### src/rtl/sdram_pkg.sv
// Shared types for the sdram requester channels.
// Holds the word bundle handed to the controller and the request FSM states.
package sdram_pkg;

    typedef struct packed {
        logic [26:1] addr;
        logic [15:0] data;
        logic [1:0]  be;
    } ch_word_t;

    typedef enum logic [1:0] {
        ST_IDLE,
        ST_REQ,
        ST_GAP
    } wr_state_t;

    localparam int unsigned CH_WORD_W = $bits(ch_word_t);

endpackage

### src/rtl/sync_fifo.sv
// Single-clock FIFO with a first-word fall-through head.
// Pushes when full and pops when empty are ignored.
module sync_fifo #(
    parameter int WIDTH = 8,
    parameter int DEPTH = 4
) (
    input  logic                   clk,
    input  logic                   rst,
    input  logic                   push,
    input  logic [WIDTH-1:0]       din,
    input  logic                   pop,
    output logic [WIDTH-1:0]       dout,
    output logic                   full,
    output logic                   empty,
    output logic [$clog2(DEPTH):0] count
);

    localparam int AW = $clog2(DEPTH);
    localparam logic [AW:0] DEPTH_CNT = (AW + 1)'(DEPTH);

    logic [WIDTH-1:0] mem [DEPTH];
    logic [AW-1:0]    wr_ptr;
    logic [AW-1:0]    rd_ptr;
    logic             do_push;
    logic             do_pop;

    assign full    = (count == DEPTH_CNT);
    assign empty   = (count == '0);
    assign do_push = push && !full;
    assign do_pop  = pop && !empty;
    assign dout    = mem[rd_ptr];

    always_ff @(posedge clk) begin
        if (do_push) begin
            mem[wr_ptr] <= din;
        end
    end

    always_ff @(posedge clk) begin
        if (rst) begin
            wr_ptr <= '0;
            rd_ptr <= '0;
            count  <= '0;
        end else begin
            if (do_push) begin
                wr_ptr <= wr_ptr + AW'(1);
            end
            if (do_pop) begin
                rd_ptr <= rd_ptr + AW'(1);
            end
            unique case ({do_push, do_pop})
                2'b10:   count <= count + (AW + 1)'(1);
                2'b01:   count <= count - (AW + 1)'(1);
                default: count <= count;
            endcase
        end
    end

endmodule

### src/rtl/sdram_dl_writer.sv
// Write-channel master: packs the loader byte stream into 16-bit words
// and feeds them to the sdram controller through an edge-triggered req/ready.
module sdram_dl_writer
    import sdram_pkg::*;
#(
    parameter int unsigned FIFO_DEPTH = 4,
    parameter logic [25:0] BASE_WORD  = 26'h0,
    parameter bit          SWAP_BYTES = 1'b0,
    parameter logic [15:0] TIMEOUT    = 16'd1023
) (
    input  logic        clk,
    input  logic        init,
    input  logic        dl_wr,
    input  logic [26:0] dl_addr,
    input  logic [7:0]  dl_data,
    input  logic        dl_done,
    output logic        dl_wait,
    output logic        busy,
    output logic        err,
    output logic [25:0] ch3_addr,
    output logic [15:0] ch3_din,
    output logic [1:0]  ch3_be,
    output logic        ch3_rnw,
    output logic        ch3_req,
    input  logic        ch3_ready
);

    localparam int CW = $clog2(FIFO_DEPTH) + 1;
    localparam logic [CW-1:0] WAIT_LVL = CW'(FIFO_DEPTH - 1);

    wr_state_t state;
    wr_state_t state_nxt;

    logic     pend_v;
    logic     pend_v_nxt;
    ch_word_t pend;
    ch_word_t pend_nxt;
    logic     flush_req;
    logic     flush_nxt;

    logic     push;
    ch_word_t push_word;
    logic     viol;
    logic     fifo_push;
    logic     fifo_pop;
    logic     fifo_full;
    logic     fifo_empty;
    ch_word_t fifo_head;
    logic [CW-1:0] fifo_count;
    logic [CW-1:0] count_nxt;

    logic [25:0] wa;
    logic        lane_hi;
    logic [15:0] lane_mask;
    ch_word_t    single;
    ch_word_t    merged;

    ch_word_t    out_word;
    logic        load;
    logic [15:0] tcnt;
    logic        tmo_hit;

    sync_fifo #(
        .WIDTH (CH_WORD_W),
        .DEPTH (FIFO_DEPTH)
    ) u_fifo (
        .clk   (clk),
        .rst   (init),
        .push  (fifo_push),
        .din   (push_word),
        .pop   (fifo_pop),
        .dout  (fifo_head),
        .full  (fifo_full),
        .empty (fifo_empty),
        .count (fifo_count)
    );

    always_comb begin
        wa          = dl_addr[26:1] + BASE_WORD;
        lane_hi     = dl_addr[0] ^ SWAP_BYTES;
        lane_mask   = lane_hi ? 16'hFF00 : 16'h00FF;
        single.addr = wa;
        single.data = lane_hi ? {dl_data, 8'h00} : {8'h00, dl_data};
        single.be   = lane_hi ? 2'b10 : 2'b01;
        merged.addr = wa;
        merged.data = (pend.data & ~lane_mask) | single.data;
        merged.be   = pend.be | single.be;
    end

    always_comb begin
        pend_nxt   = pend;
        pend_v_nxt = pend_v;
        flush_nxt  = flush_req;
        push       = 1'b0;
        push_word  = pend;
        if (dl_wr) begin
            unique case (1'b1)
                !pend_v: begin
                    pend_nxt   = single;
                    pend_v_nxt = 1'b1;
                end
                pend_v && (pend.addr == wa): begin
                    pend_nxt = merged;
                    if (merged.be == 2'b11) begin
                        push       = 1'b1;
                        push_word  = merged;
                        pend_v_nxt = 1'b0;
                    end
                end
                pend_v && (pend.addr != wa): begin
                    push      = 1'b1;
                    push_word = pend;
                    pend_nxt  = single;
                end
            endcase
        end
        // Flush takes the post-update pending word so a same-cycle byte is kept.
        if (flush_req && !push && !fifo_full) begin
            if (pend_v_nxt) begin
                push       = 1'b1;
                push_word  = pend_nxt;
                pend_v_nxt = 1'b0;
            end
            flush_nxt = 1'b0;
        end
        if (dl_done) begin
            flush_nxt = 1'b1;
        end
    end

    assign viol      = dl_wr && dl_wait;
    assign fifo_push = push && !viol && !fifo_full;
    assign count_nxt = fifo_count + CW'(fifo_push) - CW'(fifo_pop);

    always_comb begin
        state_nxt = state;
        load      = 1'b0;
        fifo_pop  = 1'b0;
        unique case (state)
            ST_IDLE: begin
                if (!fifo_empty) begin
                    load      = 1'b1;
                    state_nxt = ST_REQ;
                end
            end
            ST_REQ: begin
                if (ch3_ready) begin
                    fifo_pop  = 1'b1;
                    state_nxt = ST_GAP;
                end
            end
            ST_GAP:  state_nxt = ST_IDLE;
            default: state_nxt = ST_IDLE;
        endcase
    end

    assign tmo_hit = (state == ST_REQ) && !ch3_ready && (tcnt == TIMEOUT);

    always_ff @(posedge clk) begin
        if (init) begin
            state     <= ST_IDLE;
            pend_v    <= 1'b0;
            pend      <= '0;
            flush_req <= 1'b0;
            out_word  <= '0;
            tcnt      <= '0;
            err       <= 1'b0;
            dl_wait   <= 1'b0;
        end else begin
            state     <= state_nxt;
            pend_v    <= pend_v_nxt;
            pend      <= pend_nxt;
            flush_req <= flush_nxt;
            dl_wait   <= (count_nxt >= WAIT_LVL);
            if (load) begin
                out_word <= fifo_head;
                tcnt     <= '0;
            end else if (state == ST_REQ && !ch3_ready && !tmo_hit) begin
                tcnt <= tcnt + 16'd1;
            end
            if (viol || tmo_hit) begin
                err <= 1'b1;
            end
        end
    end

    assign ch3_req  = (state == ST_REQ);
    assign ch3_rnw  = 1'b0;
    assign ch3_addr = out_word.addr;
    assign ch3_din  = out_word.data;
    assign ch3_be   = out_word.be;
    assign busy     = pend_v | flush_req | !fifo_empty | (state != ST_IDLE);

endmodule

### config.mk
export PLATFORM = sky130hd
export DESIGN_NAME = sdram_dl_writer
export DESIGN_NICKNAME = d
export VERILOG_FILES = /design/src/rtl/sdram_pkg.sv /design/src/rtl/sync_fifo.sv /design/src/rtl/sdram_dl_writer.sv
export SDC_FILE = /design/constraint.sdc
export NUM_CORES = 1
export LEC_CHECK = 0
export ABC_CLOCK_PERIOD_IN_PS = 5950
export BUFFER_PORTS_ARGS = -buffer_cell sky130_fd_sc_hd__buf_2
export CAP_MARGIN = 10
export CORE_ASPECT_RATIO = 0.75
export CORE_UTILIZATION = 45
export DETAILED_ROUTE_END_ITERATION = 10
export PLACE_DENSITY = 0.68
export SLEW_MARGIN = 5
export SYNTH_ARGS = -nofsm -noshare
export SYNTH_HDL_FRONTEND = slang
export SYNTH_SLANG_ARGS = --single-unit
### constraint.sdc
create_clock -name clk -period 5.95 [get_ports clk]
set_input_delay 1.19 -clock clk [delete_from_list [all_inputs] [get_ports clk]]
set_output_delay 1.19 -clock clk [all_outputs]
set_load 0.05 [all_outputs]
# Word-level counts from Yosys, hierarchy flattened

Memories as Yosys holds them, arrays and structs flattened. A register that Yosys moved wholly into a read port is not among the register bits.
Index checks and enable logic that the tools add are counted.

Reduce and logical (&&, ||, !) cells: 29
$add $sub $neg: 7
Eq/ne operators: 10
$lt $le $gt $ge: 1
Multiplexer cells: 30
Bitwise logic cells: 7

Operators by type and width:

| kind                  | number |
|---|---|
| $mux 44               | 6 |
| $pmux 44 s2           | 1 |
| $mux 16               | 2 |
| $eq 26x26->1          | 1 |
| $ne 26x26->1          | 1 |
| $add 16x1->16 const B | 1 |
| $and 16x16->16        | 1 |
| $eq 16x10->1 const B  | 1 |
| $not 16->16           | 1 |
| $or 16x16->16         | 1 |
| $mux 1                | 14 |
| $logic_and 1x1->1     | 12 |
| $logic_not 1->1       | 7 |
| $mux 2                | 3 |
| $pmux 3 s2            | 1 |
| $reduce_bool 2->1     | 3 |
| $reduce_or 2->1       | 3 |
| $add 2x1->2 const B   | 2 |
| $eq 2x1->1 const B    | 2 |
| $eq 2x2->1 const B    | 2 |
| $pmux 1 s2            | 2 |
| $pmux 2 s2            | 1 |
| $add 3x1->3           | 1 |
| $add 3x1->3 const B   | 1 |
| 12 further kinds      | 14 |

Register bits: 73
Word-level logic and storage cells: 97
Memories kept: 1
Input port bits: 40
Memory bits (writable): 176
Output and inout bits: 49

Memories:

| memory     | words | width | read ports | clocked after memory_dff | write ports | RTL line        | text |
|---|---|---|---|---|---|---|---|
| u_fifo.mem | 4     | 44    | 1          | 1                        | 1           | sync_fifo.sv:21 | `logic [WIDTH-1:0] mem [DEPTH];` |

# Logic depth before layout (Yosys ltp)

Depth in word-level cells: 15
Mapped depth: 13
Gate-level depth less buffers: 12

# By module

Synthesis repeated with hierarchy kept, for this count alone.

Cells, all modules: 994
Area, all modules: 12,751.0 um^2

Modules (own cells, without submodules):

| module          | area each (um^2) | sequential area each (um^2) | times used | cells each |
|---|---|---|---|---|
| sync_fifo       | 6,882.9          | 5,465.2                     | 1          | 284 |
| sdram_dl_writer | 5,868.1          | 2,202.1                     | 1          | 710 |

# Worst setup path before layout

No wires, ideal clock.

Path type: in2reg
From: in dl_addr[22]
To: mem u_fifo.mem[0][0] (netlist bit) (enable)
Stages: 7
Arrival: 3.471 ns
Library setup time: 0.406 ns
Buffers on the path: 1
Path slack: 2.073 ns
Required time: 5.544 ns
Path through: xor2_1 -> nor4_2 -> and3_1 -> buf_4 -> a311o_1 -> a21oi_4 -> and2_1

Cells in the longest elaborated chain, start to end: 13
Elaborated cells on any way between the ends: 18
Classes of those cells: 2 x eq/ne; 8 x mux; 8 x reduce/logical

Ends and longest elaborated chain:

| item                                                | RTL line                                       | text |
|---|---|---|
| from (decl)                                         | sdram_dl_writer.sv:14                          | `input logic [26:0] dl_addr,` |
| $ne 26x26->1 / $eq 26x26->1 (equally long branches) | sdram_dl_writer.sv:110, sdram_dl_writer.sv:102 |  |
| $logic_and 1x1->1 (on tied branches)                | sdram_dl_writer.sv:110, sdram_dl_writer.sv:102 |  |
| $pmux 1 s2                                          | sdram_dl_writer.sv:97                          | `unique case (1'b1)` |
| $mux 1                                              | sdram_dl_writer.sv:96                          | `if (dl_wr) begin` |
| $logic_not 1->1                                     | sdram_dl_writer.sv:118                         | `if (flush_req && !push && !fifo_full) begin` |
| $logic_and 1x1->1 (2 in a row)                      | sdram_dl_writer.sv:118                         |  |
| $mux 1 *                                            | sdram_dl_writer.sv:118                         |  |
| $logic_and 1x1->1 * (2 in a row)                    | sdram_dl_writer.sv:132                         | `assign fifo_push = push && !viol && !fifo_full;` |
| $logic_and 1x1->1 *                                 | sync_fifo.sv:29                                | `assign do_push = push && !full;` |
| net u_fifo.do_push                                  | sync_fifo.sv:24                                | `logic do_push;` |
| $mux 1 *                                            | sync_fifo.sv:34                                | `if (do_push) begin` |
| $mux 1 (not written as such) *                      | sync_fifo.sv:35                                | `mem[wr_ptr] <= din;` |
| to (decl)                                           | sync_fifo.sv:21                                |  |

Mark *: on every way through the listed nets, which the timed path passes. The rest lies on a longest branch.

# Final worst setup path

From: in dl_addr[15]
To: reg u_fifo.count[2]

Cells in the longest elaborated chain, start to end: 13
Elaborated cells on any way between the ends: 20
Classes of those cells: 4 x eq/ne; 7 x mux; 9 x reduce/logical

Ends and longest elaborated chain:

| item                                                   | RTL line                                       | text |
|---|---|---|
| $ne 26x26->1 / $eq 26x26->1 (equally long branches)    | sdram_dl_writer.sv:110, sdram_dl_writer.sv:102 |  |
| $logic_and 1x1->1 (on tied branches)                   | sdram_dl_writer.sv:110, sdram_dl_writer.sv:102 |  |
| $pmux 1 s2                                             | sdram_dl_writer.sv:97                          |  |
| $mux 1                                                 | sdram_dl_writer.sv:96                          |  |
| $logic_not 1->1                                        | sdram_dl_writer.sv:118                         |  |
| $logic_and 1x1->1 (2 in a row)                         | sdram_dl_writer.sv:118                         |  |
| $mux 1 *                                               | sdram_dl_writer.sv:118                         |  |
| $logic_and 1x1->1 * (2 in a row)                       | sdram_dl_writer.sv:132                         |  |
| $logic_and 1x1->1 *                                    | sync_fifo.sv:29                                |  |
| net u_fifo.do_push                                     | sync_fifo.sv:24                                |  |
| $eq 2x1->1 / $eq 2x2->1 (equally long branches)        | sync_fifo.sv:51                                | `unique case ({do_push, do_pop})` |
| $pmux 3 s2 / $reduce_bool 2->1 (equally long branches) | --                                             |  |
| to (signal assigned)                                   | sync_fifo.sv:52                                | `2'b10: count <= count + (AW + 1)'(1);` |
| to (signal assigned)                                   | sync_fifo.sv:53                                | `2'b01: count <= count - (AW + 1)'(1);` |
| to (signal assigned)                                   | sync_fifo.sv:54                                | `default: count <= count;` |
| to (decl)                                              | sync_fifo.sv:15                                | `output logic [$clog2(DEPTH):0] count` |

Marked as above.
A chain may end at the register's enable or synchronous reset.

==> results by group <==
Die
  • Core ar.: 26040 um^2
  • # rows: 51
  • I/O pin count: 89
  • Die area: 27230 um^2
  • Chip width: 190.2 um
  • Initial Util: 45.92%
  • Die height: 143.2 um

Cells and area
  • Register area: 7632 um^2
  • Layout area overhead: 14.72%
  • Commonest non-fill, non-tap cells in the layout: 176 x edfxtp_1, 115 x dfxtp_1, 103 x nand2_1
  • Area of the multi-input gates: 4090 um^2
  • # fillers: 2213
  • Layout cells sized above 1: 24.72%
  • Final instance area: 13710 um^2
  • Most common cell after layout, fill and taps aside: edfxtp_1
  • Layout Nets: 995

Setup path
  • Worst setup SP type: input port
  • R2r startpoint: pend[32]
  • CP Max Fanout: 11
  • CP Capture Type: register
  • Reg2reg setup slack: 2.65 ns
  • Crit-path cells: buf_2 > xor2_1 > nor4_1 > and4_1 > a311o_1 > a21oi_4 > inv_1 > ha_1 > inv_1 > fa_1 > xor2_1 > or3_1 > a21oi_1
  • R2r endpoint: u_fifo.count[2]
  • CP top delay family: simple AND/OR/NAND/NOR gates
  • Data arrival time of the worst path: 4.21 ns
  • CP max-delay cell: and4_1
  • Critical path's largest stage delay: 0.54 ns
  • FF-to-FF path depth: 12
  • Crit Path Category: in2reg
  • Worst Path Required: 6.41 ns
  • Worst Path Buf+Inv: 3

Synthesis
  • Simple-Gate Fraction of Synth Area: 9.389%
  • Largest family of logic cells by synthesized area: multiplexers
  • Adder-Cell Fraction of Synth Area: 1.172%
  • Synthesized cell area: 11950 um^2
  • Largest cells by area after synthesis: edfxtp_1 44%, dfxtp_1 20%, mux4_2 8.3%, nand2_1 3.2%, xor2_1 3.1%
  • Share of the synthesized area in the top cell type: 44.21%
  • Area leader, netlist: edfxtp_1
  • Post-synth top flop: edfxtp_1
  • Seq/Total Area, Yosys: 63.81%
  • EDFF count, synth: 176
  • Synth Area in XOR/XNOR: 3.444%
  • Mux contribution to synthesized area: 13.98%
  • Syn_nets: 912
  • Post-synth cell types: 55
  • Compound-Gate Fraction of Synth Area: 6.102%
  • Mean post-synth cell area: 13.87 um^2
  • Async set-reset flop share out of synthesis: 0%
  • Number of synthesized register bits: 293
  • Cells after Synth: 862
  • YS warnings: 0

STA
  • Setup TNS: 0 ns
  • Clock Skews: 0.01339 ns
  • Slew Limit Fails: 0
  • Relative slew slack: 28.08%
  • Worst-Margin Slew: 1.070 ns
  • Final hold violations: 0
  • Min cycle time layout: 3.752 ns
  • # setup viols final: 0
  • Period utilization: 63.06%
  • RSZ-0062 raised after global routing: no
  • FMAX: 266.5 MHz

Placed design
  • Final GP Congestion: 0.8378
  • Port Buffers: 87
  • Placed instance area: 12720 um^2
  • DP HPWL: 15740 um

Global route
  • Global-route wire length before repair: 39360 um
  • Busiest grt layer: met2
  • Total GRT Usage: 18.78%
  • Vias in the first global route: 7055
  • Grt ovf: 0
  • Met1 usage in global routing: 27.62%
  • Grt met2 use: 28.60%
  • Initial antenna violation count: 2
  • Largest net degree at the start of global routing: 98
  • Met3 GRT Util: 3.686%

CTS
  • Clk pin slew, worst setup/hold paths: 0.06 ns
  • Root Driver: clkbuf_16
  • TritonCTS clock tree: yes
  • Post-CTS setup buffers: 0
  • # clock sinks: 293
  • CTS resizes: 0
  • Clock Path Buffers: 3
  • Clock Latency Late Sink: 0.55 ns
  • H-Tree Depth: 1
  • CTS buffer count: 28
  • Hold_buf cts: 0

Hold path
  • Hold depth: 2
  • Hold Crit Start: ch3_din[0]
  • Min-delay worst type: reg2reg
  • Hold EP: ch3_din[0]

Pwr
  • Max VDD drop: 212.7 uV
  • Power Dens Cells: 347.2 nW/um^2
  • Pint: 3545 uW
  • Switching pwr: 1217 uW
  • Comb power frac: 12.3%
  • Switching Share: 25.55%
  • P_leak: 0.005009 uW
  • Post-route total power: 4762 uW
  • Sequential Power Share: 48.7%
  • Clock network power share: 38.9%

Drt
  • Detailed Route WL: 24470 um
  • Drt initial violations: 633
  • WL/cell: 18.62 um
  • Via count: 7040
  • DR pass1 iterations: 5
  • Drt via density: 5.358
  • Antenna Violating Nets Remaining: 0
  • DRC viols: 0

Status
  • Status: finished, final reports clean

Run
  • Max Cap Viol: 0
## sequential cells by signal (all words and copies together) (netlist names)
name and count:
state 2, err 1, u_fifo.wr_ptr 2, flush_req 1, pend 44, u_fifo.mem 176
u_fifo.count 3, ch3_din 16, ch3_addr 26, u_fifo.rd_ptr 2, ch3_be 2, pend_v 1
dl_wait 1, tcnt 16
## worst max-delay path by stage
stage / startpoint / end / slack (ns) / cells past startpoint
floorplan: dl_addr[22] / u_fifo.mem[0][0] / 2.07 / 7
global placement: dl_addr[12] / u_fifo.count[2] / 1.69 / 13
detailed placement: dl_addr[12] / u_fifo.count[2] / 1.66 / 13
CTS: dl_addr[12] / u_fifo.count[2] / 2.21 / 13
global route: dl_addr[12] / u_fifo.count[2] / 2.00 / 13
finish: dl_addr[15] / u_fifo.count[2] / 2.20 / 13
## layer usage
metal,wire length (um),vias up,part of all wire (%)
li1,-,3354,-
met1,11380,3477,46
met3,1516,29,6.2
met2,11220,178,46
met4,342,2,1.4
met5,13,-,0.053
## stage by stage
step	setup WS (ns)	utilization, %	cells	hold WS [ns]
floorplan	2.073	-	862	0.4658
global placement	1.691	48.87	1259	0.4411
detailed placement	1.658	48.87	1259	0.4441
CTS	2.215	52.64	1311	0.4529
global route	1.997	52.64	1311	0.4731
finish	2.198	52.67	1314	0.4498
## power groups by stage
stage          Clock (uW)  Sequential (uW)  Combinational (uW)
2_1_floorplan           0             2480                 300
5_1_grt              1970             2330                 642
6_report             1850             2320                 587
4_1_cts              1890             2320                 595
3_3_place_gp            0             2360                 587
3_5_place_dp            0             2370                 593
## tightest hold or removal path: stages (launching register included)
cell and delay [ns]:
dfxtp_1 0.31, nand2_1 0.05, a21oi_1 0.05
## synthesized netlist by cell type (all sizes together), types with 10 or more instances
library cell,n
edfxtp,176
dfxtp,117
nand2,103
nor2,76
a21oi,51
mux4,44
xor2,42
clkbuf,29
mux2i,29
mux2,28
buf,17
a22o,16
a22oi,16
nand3,13
inv,11
nand4,11
and2,10
## cells by family after synthesis
| kind of cell | after synthesis |
|---|---|
| muxes | 101 |
| adders and majority gates | 10 |
| xor gates and xnor gates | 47 |
| other | 1 |
| AOI/OAI and AO/OA | 107 |
| buffers and inverters | 57 |
| DFF | 293 |
| and+or+nand+nor | 246 |
## layout make-up
type	count	share of cell area, %
clock buffers	36	5.693
diodes	3	0.05474
inverters	11	0.3011
flip-flops and latches	293	55.66
clock inverters	16	1.478
well taps	344	3.139
repair buffers	99	3.850
multi-input cells	512	29.83
No activity file was read; power rests on OpenSTA's default activity.
